`src/rtl/pipelined_add_sub.sv`:
```
// rtl/pipelined_add_sub.sv - pipelined two's-complement adder/subtractor with valid/ready flow control
module pipelined_add_sub #(
   parameter int WIDTH  = 8,
   parameter int STAGES = 2
) (
   input  logic             clk,
   input  logic             rst,
   input  logic             in_valid,
   output logic             in_ready,
   input  logic [WIDTH-1:0] a,
   input  logic [WIDTH-1:0] b,
   input  logic             sub,
   output logic             out_valid,
   input  logic             out_ready,
   output logic [WIDTH-1:0] sum,
   output logic             cout,
   output logic             overflow
);

   // Each stage resolves one CHUNK-bit slice of the operation.
   localparam int CHUNK = WIDTH / STAGES;
   localparam int LAST  = STAGES - 1;

   // Per-stage registers. acc_q[k] holds result slices 0..k in its low bits
   // and the not-yet-added slices of A in its high bits, so the finished
   // slices travel down the pipe alongside the pending operand slices.
   // beff_q[k] carries the inverted-or-not B for the slices still to be added.
   logic [WIDTH-1:0] acc_q  [STAGES];
   logic [WIDTH-1:0] beff_q [STAGES];
   logic             cry_q  [STAGES];
   logic             vld_q  [STAGES];
   logic             ovf_q;

   // Next-state values for every stage.
   logic [WIDTH-1:0] acc_d  [STAGES];
   logic [WIDTH-1:0] beff_d [STAGES];
   logic             cry_d  [STAGES];
   logic             vld_d  [STAGES];
   logic             ovf_d;

   // Working values for the slice adder of the stage being evaluated.
   logic [WIDTH-1:0] src_acc;
   logic [WIDTH-1:0] src_beff;
   logic             src_cin;
   logic             src_vld;
   logic [CHUNK:0]   slice_sum;

   logic             stall;

   // The whole pipe freezes only when a real result is waiting on the consumer;
   // a bubble at the output never blocks the stages behind it.
   assign stall     = vld_q[LAST] && !out_ready;
   assign in_ready  = !stall;

   assign out_valid = vld_q[LAST];
   assign sum       = acc_q[LAST];
   assign cout      = cry_q[LAST];
   assign overflow  = ovf_q;

   // Slice adders: stage k adds slice k of A and effective B plus the carry
   // handed down from stage k-1 (stage 0 takes the operands straight from
   // the input port, with sub as its carry-in to finish the negation of B).
   always_comb begin
      src_acc   = '0;
      src_beff  = '0;
      src_cin   = 1'b0;
      src_vld   = 1'b0;
      slice_sum = '0;
      ovf_d     = 1'b0;
      for (int k = 0; k < STAGES; k++) begin
         if (k == 0) begin
            src_acc  = a;
            src_beff = b ^ {WIDTH{sub}};
            src_cin  = sub;
            src_vld  = in_valid;
         end else begin
            src_acc  = acc_q[(k > 0) ? k - 1 : 0];
            src_beff = beff_q[(k > 0) ? k - 1 : 0];
            src_cin  = cry_q[(k > 0) ? k - 1 : 0];
            src_vld  = vld_q[(k > 0) ? k - 1 : 0];
         end

         slice_sum = {1'b0, src_acc[k*CHUNK +: CHUNK]}
                   + {1'b0, src_beff[k*CHUNK +: CHUNK]}
                   + {{CHUNK{1'b0}}, src_cin};

         acc_d[k]                    = src_acc;
         acc_d[k][k*CHUNK +: CHUNK]  = slice_sum[CHUNK-1:0];
         beff_d[k]                   = src_beff;
         cry_d[k]                    = slice_sum[CHUNK];
         vld_d[k]                    = src_vld;

         // Only the last stage sees the MSB. The carry into the MSB is
         // recovered as a ^ b ^ sum at that bit, then compared to carry-out.
         if (k == LAST) begin
            ovf_d = src_acc[WIDTH-1] ^ src_beff[WIDTH-1]
                  ^ slice_sum[CHUNK-1] ^ slice_sum[CHUNK];
         end
      end
   end

   // Stage registers: cleared at once on reset, held together on stall,
   // otherwise all stages (bubbles included) advance one slot.
   always_ff @(posedge clk or posedge rst) begin
      if (rst) begin
         for (int k = 0; k < STAGES; k++) begin
            acc_q[k]  <= '0;
            beff_q[k] <= '0;
            cry_q[k]  <= 1'b0;
            vld_q[k]  <= 1'b0;
         end
         ovf_q <= 1'b0;
      end else if (!stall) begin
         for (int k = 0; k < STAGES; k++) begin
            acc_q[k]  <= acc_d[k];
            beff_q[k] <= beff_d[k];
            cry_q[k]  <= cry_d[k];
            vld_q[k]  <= vld_d[k];
         end
         ovf_q <= ovf_d;
      end
   end

endmodule
```
`config.mk`:
```
export PLATFORM = sky130hd
export DESIGN_NAME = pipelined_add_sub
export DESIGN_NICKNAME = d
export VERILOG_FILES = /design/src/rtl/pipelined_add_sub.sv
export SDC_FILE = /design/constraint.sdc
export NUM_CORES = 1
export LEC_CHECK = 0
export CAP_MARGIN = 20
export CORE_ASPECT_RATIO = 1.25
export CORE_MARGIN = 5
export CORE_UTILIZATION = 35
export CTS_CLUSTER_SIZE = 20
export DETAILED_ROUTE_END_ITERATION = 6
export SETUP_SLACK_MARGIN = 0.3
export SYNTH_ARGS = -nofsm -noshare
export SYNTH_HDL_FRONTEND = slang
export SYNTH_SLANG_ARGS = --single-unit
export TNS_END_PERCENT = 1
```
`constraint.sdc`:
```
create_clock -name clk -period 2 [get_ports clk]
set_input_delay 0.2 -clock clk [delete_from_list [all_inputs] [get_ports clk]]
set_output_delay 0.2 -clock clk [all_outputs]
set_load 0.01 [all_outputs]
```
Word-level counts from Yosys, hierarchy flattened
Cells that the tools add are included.

Register bits: 29. Input port bits: 21. Output and inout port bits: 12.

$add $sub $neg: 4. Bitwise logic cells: 4. Reductions and logical operators: 3.

Operators by type and width (number): $add A4 B4 Y5 (2); $add A5 B1 Y5 (2); $xor A8 B8 Y8 (1); $xor A1 B1 Y1 (3); $logic_not A1 Y1 (2); $logic_and A1 B1 Y1 (1).

Longest topological paths before layout
Gate-level depths: netlist of run 1.

Depth in word-level cells: 4. Depth in mapped cells: 7.

Worst setup path after synthesis of run 1
OpenSTA, ideal clock, no wires.

Path kind: register to register. From: register beff_q (netlist bit src_beff[4]). To: register ovf_q, in the netlist overflow. Setup time: 0.142 ns. Data arrival time: 1.494 ns. Slack: 0.364 ns. Cell stages (with the launch flop): 8. Path buffers: 0. Clock period less this slack: 1.636 ns. Path through: dfrtp_1 fa_1 inv_1 fa_1 nand2b_1 a21oi_1 xor2_1 a21oi_1.

Word-level cells in the longest chain between the ends: 4.

Ends and longest elaborated chain: start: declaration (line 29) `logic [WIDTH-1:0] beff_q [STAGES];`; start signal: indexed assignment (line 116) `beff_q[k] <= beff_d[k];`; $add A4 B4 Y5 * (line 84) `+ {1'b0, src_beff[k*CHUNK +: CHUNK]}`; $add A5 B1 Y5 * (line 85) `+ {{CHUNK{1'b0}}, src_cin};`; $xor A1 B1 Y1 (line 97) `^ slice_sum[CHUNK-1] ^ slice_sum[CHUNK];`; $xor A1 B1 Y1 * (line 97); end signal: assignment (line 120) `ovf_q <= ovf_d;`; end: declaration (line 32) `logic ovf_q;`.

Every way passes the cells marked *; elsewhere a longest branch is shown, timed or not. A chain may end at the register's enable or synchronous reset.

Final worst setup path of run 1
From: register acc_q (netlist bit src_acc[4]). To: register ovf_q, in the netlist overflow.

Word-level cells in the longest chain between the ends: 4.

Ends and longest elaborated chain: start: declaration (line 28) `logic [WIDTH-1:0] acc_q [STAGES];`; start signal: indexed assignment (line 115) `acc_q[k] <= acc_d[k];`; $add A4 B4 Y5 * (line 84); $add A5 B1 Y5 * (line 85); $xor A1 B1 Y1 (line 97); $xor A1 B1 Y1 * (line 97).

Marked as above.

==> impl_results.md, run 1 <==
* Outcome: complete, no violations
* Pwr Density at 984.0 nW/um^2
* Top post-synthesis cells by area: dfrtp_1 50%, mux2_2 9.8%, ha_1 5.9%
* Fin Setup TNS at 0 ps
* Reg-to-reg critical path startpoint: src_acc[4]
* Number of global-route vias before repair at approximately 950
* Final Wtd Congestion at a little over 0.8
* First-pass GRT wire length at a little over 4000 microns
* Grt met3 use at 0.01608
* CP required at approximately 2200 ps
* CP peak stage delay at ~400 ps
* Root buffer cell: clkbuf_8
* Crit path kind: reg2reg
* Rel. slew slack at 0.7846
* Achievable clock frequency at ~590 MHz
* Drt drc at 0
* Worst path slowest cell: dfrtp_1
* Worst slew pin tran at roughly 320 ps
* Ys Warns at 0
* Worst-path clk slew at 90 ps
* Synthesized area per cell at about 12 sq um
* Endpoints failing setup at 0
* RSZ-0062 raised after global routing: yes
* Switching Fraction at 0.2994
* Combinational fraction of design power at 0.400
* Total vias in the final route at 865
* Clk_lat worst skew at about 270 ps
* Pin count of the biggest net entering global routing at 29
* Worst VDD drop at between 0.4 and 0.5 mV
* Initial cell density of the core at 0.3624
* FF/Latch Area at 625.6 sq um
* Post-Syn Area at around 1300 sq um
* Gr ovfl total at 0
* I/O Buffers at 32
* Final instance area at between 1500 and 2000 sq um
* Avg Vias per Cell at ~4.7
* Number of CTS-inserted buffers at 3
* IO Count at 33
* Die Ht at 77.15 microns
* Total Nets Final at 175
* Footprint of the multi-input gates at slightly above 600 sq um
* Max cap viols at 0
* TritonCTS Sinks at 25
* Core area at 3483 sq um
* Met1 usage at 0.1230
* Leading area contributor after synthesis: dfrtp_1
* Slew Limit Fails at 0
* Die area at between 4000 and 5000 sq um
* Sequential cell fraction of total power at 0.423
* CP max FO at 2
* Row count at 24
* Met2 Use GR at 0.1799
* Post-Synthesis Cells at between 100 and 150
* Crit path arrival time at ~1800 ps
* Share of layout cells above drive strength 1 at 0.2153
* Post-Route WL at around 2400 microns
* Fin Clk Skew at around 3.1 ps
* Unique masters post-synth at 19
* Cell chain of the critical path: fa_2, inv_2, fa_2, nand2b_4, a21oi_4, xor2_1, a21oi_1
* Dpl cell area at between 1500 and 2000 sq um
* Internal Power at between 1000 and 1500 uW
* Hold Path Class: in2async
* Die W at 63.72 microns
* Initial antenna violation count at 0
* Share of the synthesized area in the top cell type at 0.4955
* P_sw at roughly 510 uW
* Worst r2r path cells at 7
* Commonest non-fill, non-tap cell in the layout: clkdlybuf4s50_1
* Most utilized layer in the global route result: met2
* Critical Path Sink Type: flop
* DRT iter0 DRCs at 12
* Most used cell, CP: fa_2
* Syn_nets at 135
* Drt pass-1 iters at 4
* Clock Tree Buf Depth at 2
* R2R Setup Slk at approximately 310 ps
* Leakage Power at ~0.00076 uW
* Final hold violations at 0
* CTS tree: built
* Clk network pwr share at 0.177
* Overall Global Routing Usage at 0.1064
* Most frequent cells in the layout: 31 x clkdlybuf4s50_1, 25 x dfrtp_1, 12 x nor2_1, 12 x a21oi_1, 11 x mux2_2
* Final ANT Viol Nets at 0
* Reg-to-Reg End: overflow
* Startpoint Class: flop
* Share of the yosys chip area belonging to registers at 0.4955
* Part of the cycle the worst path needs at 0.8436
* #FFs+latches synth at 25
* H-Tree Depth at 1
* Post-route minimum period at between 1500 and 2000 ps
* Wire length per cell at ~13 microns
* Fillcell total at between 300 and 400
* Final HPWL DP at between 1500 and 2000 microns
* P&R area growth vs syn at 37.26%
* Antenna cell count at 0
==> synthesized netlist by cell type, drive strengths merged <==
| cell type | count |
|---|---|
| a21o | 3 |
| mux2 | 13 |
| inv | 4 |
| nor2 | 12 |
| a31oi | 1 |
| buf | 4 |
| dfrtp | 25 |
| nand2 | 2 |
| clkbuf | 1 |
| nand2b | 3 |
| fa | 3 |
| a21oi | 13 |
| o21ai | 2 |
| ha | 6 |
| xnor2 | 6 |
| xor2 | 7 |
==> critical path, delay by kind of cell, from the launching register on <==
kind | cells | cell delay, ps
adder cells (fa/ha/maj) | 2 | 600
flip-flops | 1 | 390
AO/OA/AOI/OAI | 2 | 230
AND/OR/NAND/NOR | 1 | 160
XOR/XNOR | 1 | 150
buffers and inverters | 1 | 40
==> worst max-delay path by stage <==
stage,endpoint,slack (ps),cells past startpoint,from
3_3_place_gp,src_acc[3],20,7,sub
4_1_cts,overflow,240,7,src_acc[4]
5_1_grt,overflow,200,7,src_cin
2_1_floorplan,overflow,360,7,src_beff[4]
3_5_place_dp,src_acc[3],-50,7,sub
6_report,overflow,310,7,src_acc[4]
==> through the flow <==
stage                     utilization  worst slack [ps]  hold slack (ps)  std cells  power, uW
after detailed placement       0.4752            -48.24            455.9        178       1392
after global placement         0.4752             19.08            439.0        178       1371
after CTS                      0.4889             238.6            291.7        182       1697
after floorplan                     -             364.2            227.3        105       1079
final                          0.4975             312.8            282.6        183       1705
after global routing           0.4975             196.4            315.1        183       1819
==> repair_timing <==
| action | in CTS | in global routing |
|---|---|---|
| hold buffers | 0 | 0 |
| setup buffers | 0 | 1 |
| setup endpoints to repair | 4 | 4 |
| pin swaps | 0 | 4 |
| gates cloned | 0 | 0 |
| resized for setup | 2 | 6 |
==> flip-flops by register name, summed over array words and instances (netlist names) <==
register	cells
out_valid	1
src_beff	4
src_acc	8
overflow	1
src_vld	1
src_cin	1
cout	1
sum	8
==> layer usage <==
metal  up-vias  routed length [microns]
met1       405                      962
met3         7                       86
li1        432                        -
met4         0                       71
met5         -                        0
met2        21                     1314
==> logic make-up (layout without fill, tap and decap cells) <==
family,after synthesis,count (layout),share of synthesized area
buffers and inverters,9,48,0.03468
muxes,13,13,0.1219
xor gates and xnor gates,13,13,0.09019
and+or+nand+nor,17,17,0.05649
DFF,25,25,0.4955
AOI/OAI and AO/OA,19,19,0.09415
adders and majority gates,9,9,0.1070
==> power groups by stage <==
stage,combinational (uW),sequential [uW],clock [uW]
6_report,682,722,301
5_1_grt,756,743,320
4_1_cts,663,726,308
3_5_place_dp,656,736,0
3_3_place_gp,641,730,0
2_1_floorplan,311,768,0
==> final cells by class <==
class | count | area share
inverters | 4 | 0.008664
multi-input cells | 71 | 0.3574
flip-flops and latches | 25 | 0.3610
well taps | 39 | 0.02816
repair buffers | 40 | 0.2188
clock buffers | 4 | 0.02599
(Power assumes the default switching activity.)
==> run 2, diff against run 1 <==
clock period = 1.55 ns   (was 2 ns; I/O delays follow)
==> run 2 against run 1 <==
  * The run now ends with negative setup slack left
  * Design area up 2.6%
  * Largest power group unchanged
  * Worst hold slack got worse by 39 ps
  * Largest cell class is now multi-input combinational cells
  * Die area unchanged
  * Sequential share of layout area is 0.91 points lower
  * Clock-buffer cell count unchanged
  * Critical path depth shrank 1
  * Cell count rose by 2.7%
  * Via count up 2.8%
==> impl_results.md, run 2 (synthesized netlist as in run 1, its figures left out) <==
* Startpoint Class: flop (unchanged)
* Pwr Density at 1207 nW/um^2 (was 984.0 nW/um^2)
* Worst slew pin tran at 319.7 ps (was 323.2 ps)
* Clk_lat worst skew at 260 ps (was 270 ps)
* Total vias in the final route at 889 (was 865)
* Post-Route WL at 2661 microns (was 2435 microns)
* Core area at 3483 sq um (unchanged)
* Die area at 4916 sq um (unchanged)
* Die Ht at 77.15 microns (unchanged)
* Post-route minimum period at 1650 ps (was 1687 ps)
* Avg Vias per Cell at 4.729 (was 4.727)
* Critical Path Sink Type: flop (unchanged)
* CP required at 1710 ps (was 2150 ps)
* FF/Latch Area at 625.6 sq um (unchanged)
* CP max FO at 2 (unchanged)
* Most frequent cells in the layout: 25 x dfrtp_1, 16 x dlygate4sd2_1, 16 x clkdlybuf4s50_1 (was 31 x clkdlybuf4s50_1, 25 x dfrtp_1, 12 x nor2_1, 12 x a21oi_1, 11 x mux2_2)
* Clock Tree Buf Depth at 2 (unchanged)
* Worst-path clk slew at 80 ps (was 90 ps)
* Fin Clk Skew at 1.573 ps (was 3.062 ps)
* Share of layout cells above drive strength 1 at 0.2685 (was 0.2153)
* Fillcell total at 333 (was 328)
* Cell Count, Final, Fillers Out at 188 (was 183)
* Footprint of the multi-input gates at 645.6 sq um (was 619.3 sq um)
* Antenna cell count at 0 (unchanged)
* P&R area growth vs syn at 40.83% (was 37.26%)
* Final ANT Viol Nets at 0 (unchanged)
* RSZ-0062 raised after global routing: yes (unchanged)
* Overall Global Routing Usage at 0.1176 (was 0.1064)
* CTS tree: built (unchanged)
* Worst VDD drop at 0.8264 mV (was 0.4763 mV)
* Tot Pwr at 2146 uW (was 1705 uW)
* Placed Cells at 183 (was 178)
* I/O Buffers at 32 (unchanged)
* Number of global-route vias before repair at 1018 (was 948)
* Fin worst setup slack at -100.2 ps (was 312.8 ps)
* Initial cell density of the core at 0.3624 (unchanged)
* Die W at 63.72 microns (unchanged)
* DRT iter0 DRCs at 12 (unchanged)
* Rel. slew slack at 0.7869 (was 0.7846)
* Commonest non-fill, non-tap cell in the layout: dfrtp_1 (was clkdlybuf4s50_1)
* R2R Setup Slk at -100 ps (was 310 ps)
* Drt drc at 0 (unchanged)
* Reg-to-Reg End: cout (was overflow)
* Part of the cycle the worst path needs at 1.065 (was 0.8436)
* Root buffer cell: clkbuf_8 (unchanged)
* Endpoints failing setup at 4 (was 0)
* Hold Buf Count CTS at 0 (unchanged)
* Crit path kind: reg2reg (unchanged)
* Hold Path Class: in2async (unchanged)
* Drt pass-1 iters at 4 (unchanged)
* Final hold violations at 0 (unchanged)
* Final Wtd Congestion at 0.7620 (was 0.8235)
* Wire length per cell at 14.15 microns (was 13.31 microns)
* IO Count at 33 (unchanged)
* Leakage Power at 0.0008084 uW (was 0.0007558 uW)
* Failing checks: negative setup slack
* Reg-to-reg critical path startpoint: src_acc[4] (unchanged)
* Total Nets Final at 180 (was 175)
* Worst r2r path cells at 6 (was 7)
* Gr ovfl total at 0 (unchanged)
* Slew Limit Fails at 0 (unchanged)
* H-Tree Depth at 1 (unchanged)
* Max cap viols at 0 (unchanged)
* Row count at 24 (unchanged)
* Final HPWL DP at 2124 microns (was 1900 microns)
* Crit path arrival time at 1810 ps (was 1840 ps)
* Pin count of the biggest net entering global routing at 26 (was 29)
* TritonCTS Sinks at 25 (unchanged)
* Outcome: finished, violations left (was complete, no violations)
* Number of CTS-inserted buffers at 3 (unchanged)
* First-pass GRT wire length at 4560 microns (was 4126 microns)
* Achievable clock frequency at 606.0 MHz (was 592.7 MHz)
* Initial antenna violation count at 0 (unchanged)
## run 2: per-layer routing
metal	vias to the layer above	global-route usage	routed length [microns]
li1	434	-	-
met1	433	0.1324	1006
met2	18	0.2114	1533
met3	4	0.01754	72
met4	0	0.05613	49
met5	-	0	0
## run 2: where the power goes
part	switching (uW)	total [uW]	internal, uW	leakage [uW]
clock network	194	378	184	0.0000228
registers	97.8	934	836	0.000288
logic	372	834	462	0.000498
total	664	2150	1480	0.000808
## run 2: repair_timing
action | 4_1_cts | 5_1_grt
setup buffers | 1 | 0
pin swaps | 5 | 1
gates resized for setup | 22 | 1
endpoints found under the setup margin | 27 | 13
## run 2: worst max path at each step
stage / startpoint / end / slack [ps] / depth (start not counted)
after floorplan: src_beff[4] / overflow / -40 / 7
after global placement: sub / src_acc[3] / -390 / 7
after detailed placement: sub / src_acc[3] / -480 / 7
after CTS: src_cin / overflow / -100 / 7
after global routing: src_acc[4] / overflow / -190 / 7
final: src_acc[4] / cout / -100 / 6
## run 2: per-stage QoR
stage | setup TNS [ps] | util | hold slack (ps) | cell area [sq um] | setup slack [ps]
2_1_floorplan | -81.71 | - | 182.3 | 1279 | -38.43
3_3_place_gp | -1635 | 0.4907 | 439.2 | 1709 | -394.6
3_5_place_dp | -1941 | 0.4907 | 460.2 | 1709 | -484.0
4_1_cts | -220.8 | 0.5083 | 253.1 | 1770 | -104.2
5_1_grt | -650.5 | 0.5104 | 270.1 | 1778 | -191.1
6_report | -237.4 | 0.5104 | 244.0 | 1778 | -100.2
## run 2: layout make-up
class	count	area share
multi-input combinational	71	0.3631
inverter	4	0.008445
clock buffer	4	0.02533
timing repair buffer	45	0.2238
tap	39	0.02745
sequential	25	0.3519
## run 2: critical path: stages (launching register included)
cell and delay (ps):
dfrtp_1 410, fa_2 430, inv_2 70, fa_2 190, nand2b_4 130, a21oi_4 50, mux2_2 260
==> run 3, diff against run 2 <==
CORE_MARGIN = 1   (was 5)
SKIP_LAST_GASP = 1   (was unset)
==> run 3 against run 2 <==
  * The run still ends with negative setup slack left
  * Clock power rose by 3%
  * Sequential share of layout area barely moved
  * Register-to-register slack improved by 20 ps
  * Wire length fell by 12%
  * Via count rose by 0.90%
  * Die area fell by 22%
  * Design area barely moved
  * Critical path type unchanged
  * Largest power group unchanged
==> impl_results.md, run 3 (synthesized netlist as in run 1, its figures left out) <==
* Outcome: finished, violations left (unchanged)
* Failing checks: negative setup slack (unchanged)
* Slew Limit Fails at 0 (unchanged)
* Switching Fraction at 0.2988 (was 0.3094)
* Achievable clock frequency at 612.1 MHz (was 606.0 MHz)
* Row count at 24 (unchanged)
* Initial antenna violation count at 0 (unchanged)
* Buffers & Inverters on Critical Path at 1 (unchanged)
* Rel. slew slack at 0.7860 (was 0.7869)
* Startpoint Class: flop (unchanged)
* Antenna cell count at 0 (unchanged)
* Cell chain of the critical path: fa_2, inv_1, fa_2, nand2b_4, a21oi_4, mux2_2 (was fa_2, inv_2, fa_2, nand2b_4, a21oi_4, mux2_2)
* Die W at 55.72 microns (was 63.72 microns)
* Final core utilization at 0.5152 (was 0.5104)
* Most used cell, CP: fa_2 (unchanged)
* Die Ht at 69.15 microns (was 77.15 microns)
* Gr ovfl total at 0 (unchanged)
* Worst slew pin tran at 321.0 ps (was 319.7 ps)
* DRT iter0 DRCs at 22 (was 12)
* Final HPWL DP at 1820 microns (was 2124 microns)
* Placement Setup Slack at -480.5 ps (was -484.0 ps)
* Endpoints failing setup at 6 (was 4)
* Commonest non-fill, non-tap cell in the layout: clkdlybuf4s50_1 (was dfrtp_1)
* Final instance area at 1779 sq um (was 1778 sq um)
* Crit path arrival time at 1800 ps (was 1810 ps)
* I/O Buffers at 32 (unchanged)
* Core area at 3453 sq um (was 3483 sq um)
* Leakage Power at 0.0007878 uW (was 0.0008084 uW)
* CP delay by family, top: adder cells (unchanged)
* Max cap viols at 0 (unchanged)
* Critical Path Sink Type: flop (unchanged)
* Worst-path clk slew at 90 ps (was 80 ps)
* Worst path slowest cell: dfrtp_1 (was fa_2)
* Pin count of the biggest net entering global routing at 26 (unchanged)
* Root buffer cell: clkbuf_8 (unchanged)
* H-Tree Depth at 1 (unchanged)
* Avg Vias per Cell at 4.746 (was 4.729)
* Cell Count, Final, Fillers Out at 189 (was 188)
* Placed Cells at 184 (was 183)
* Part of the cycle the worst path needs at 1.054 (was 1.065)
* Dpl cell area at 1717 sq um (was 1709 sq um)
* Fin worst setup slack at -83.68 ps (was -100.2 ps)
* CP required at 1710 ps (about the same)
* Post-Route WL at 2344 microns (was 2661 microns)
* Clk network pwr share at 0.176 (about the same)
* Die area at 3853 sq um (was 4916 sq um)
* Reg-to-reg critical path startpoint: src_cin (was src_acc[4])
* Post-route minimum period at 1634 ps (was 1650 ps)
* Drt pass-1 iters at 4 (unchanged)
* Number of CTS-inserted buffers at 3 (unchanged)
* Internal Power at 1555 uW (was 1482 uW)
* Number of global-route vias before repair at 894 (was 1018)
* Worst VDD drop at 0.7812 mV (was 0.8264 mV)
* Combinational fraction of design power at 0.403 (was 0.389)
* RSZ-0062 raised after global routing: yes (unchanged)
* Most frequent cells in the layout: 31 x clkdlybuf4s50_1, 25 x dfrtp_1, 14 x buf_4 (was 25 x dfrtp_1, 16 x dlygate4sd2_1, 16 x clkdlybuf4s50_1)
* Final ANT Viol Nets at 0 (unchanged)
* Tot Pwr at 2218 uW (was 2146 uW)
* Share of layout cells above drive strength 1 at 0.2467 (was 0.2685)
* Drt drc at 0 (unchanged)
* Clock Tree Buf Depth at 2 (unchanged)
* Total vias in the final route at 897 (was 889)
* Pwr Density at 1247 nW/um^2 (was 1207 nW/um^2)
* CP peak stage delay at 410 ps (was 430 ps)
* CTS tree: built (unchanged)
* Fin Clk Skew at 6.288 ps (was 1.573 ps)
* Wire length per cell at 12.40 microns (was 14.15 microns)
* Initial cell density of the core at 0.3656 (was 0.3624)
* CP startpoint: src_cin (was src_acc[4])
* Overall Global Routing Usage at 0.1329 (was 0.1176)
* TritonCTS Sinks at 25 (unchanged)
* Final hold violations at 0 (unchanged)
* Total Nets Final at 181 (was 180)
* P_sw at 662.7 uW (was 664.0 uW)
* Hold Path Class: in2async (unchanged)
* First-pass GRT wire length at 3919 microns (was 4560 microns)
* CP max FO at 2 (unchanged)
* IO Count at 33 (unchanged)
* Clk_lat worst skew at 270 ps (was 260 ps)
* Sequential cell fraction of total power at 0.421 (was 0.435)
* Final Wtd Congestion at 0.6982 (was 0.7620)
* Crit path kind: reg2reg (unchanged)
* P&R area growth vs syn at 40.93% (was 40.83%)
## run 3: worst min-delay path: cells and delay by family
kind	cells	cell delay, ps
buffers and inverters	3	740
## run 3: path summary, 6_finish.rpt
check,cells after the start,slack (ps),endpoint
max in group asynchronous,3,1070,src_acc[5]
worst min register to register,1,470,out_valid
worst min-delay path,3,220,out_valid
worst max register to register,6,-80,cout
worst max-delay path,6,-80,cout
min in group clk,3,460,src_acc[5]
## run 3: per-layer routing
metal / part of all wire / GRT usage
met2: 0.53 / 0.2289
met3: 0.033 / 0.02251
met5: 0 / 0
met4: 0.020 / 0.07500
met1: 0.42 / 0.1538
## run 3: area by class of cell
class / count / area [sq um]
Fill cell: 315 / 1674
Sequential cell: 25 / 625.6
Multi-Input combinational cell: 71 / 619.3
Timing Repair Buffer: 46 / 424.2
Tap cell: 39 / 48.80
Clock buffer: 3 / 41.29
Inverter: 4 / 15.01
Clock inverter: 1 / 5.005
## run 3: repair_timing
item	in CTS	in global routing
endpoints found under the setup margin	26	28
hold buffers	0	0
resized for setup	3	0
buffers inserted	0	1
pin swaps	2	0
cloned	0	0
## run 3: through the flow
step	hold slack, ps	TNS (ps)
after floorplan	182.3	-81.71
after global placement	438.9	-1466
after detailed placement	455.8	-1770
after CTS	243.5	-357.4
after global routing	288.5	-688.3
final	224.8	-308.0
## run 3: power groups by stage
stage               sequential (uW)  clock, uW  combinational, uW
global placement                944          0                867
CTS                             939        401                902
floorplan                       992          0                423
detailed placement              951          0                885
global route                    965        431                963
finish                          934        390                894
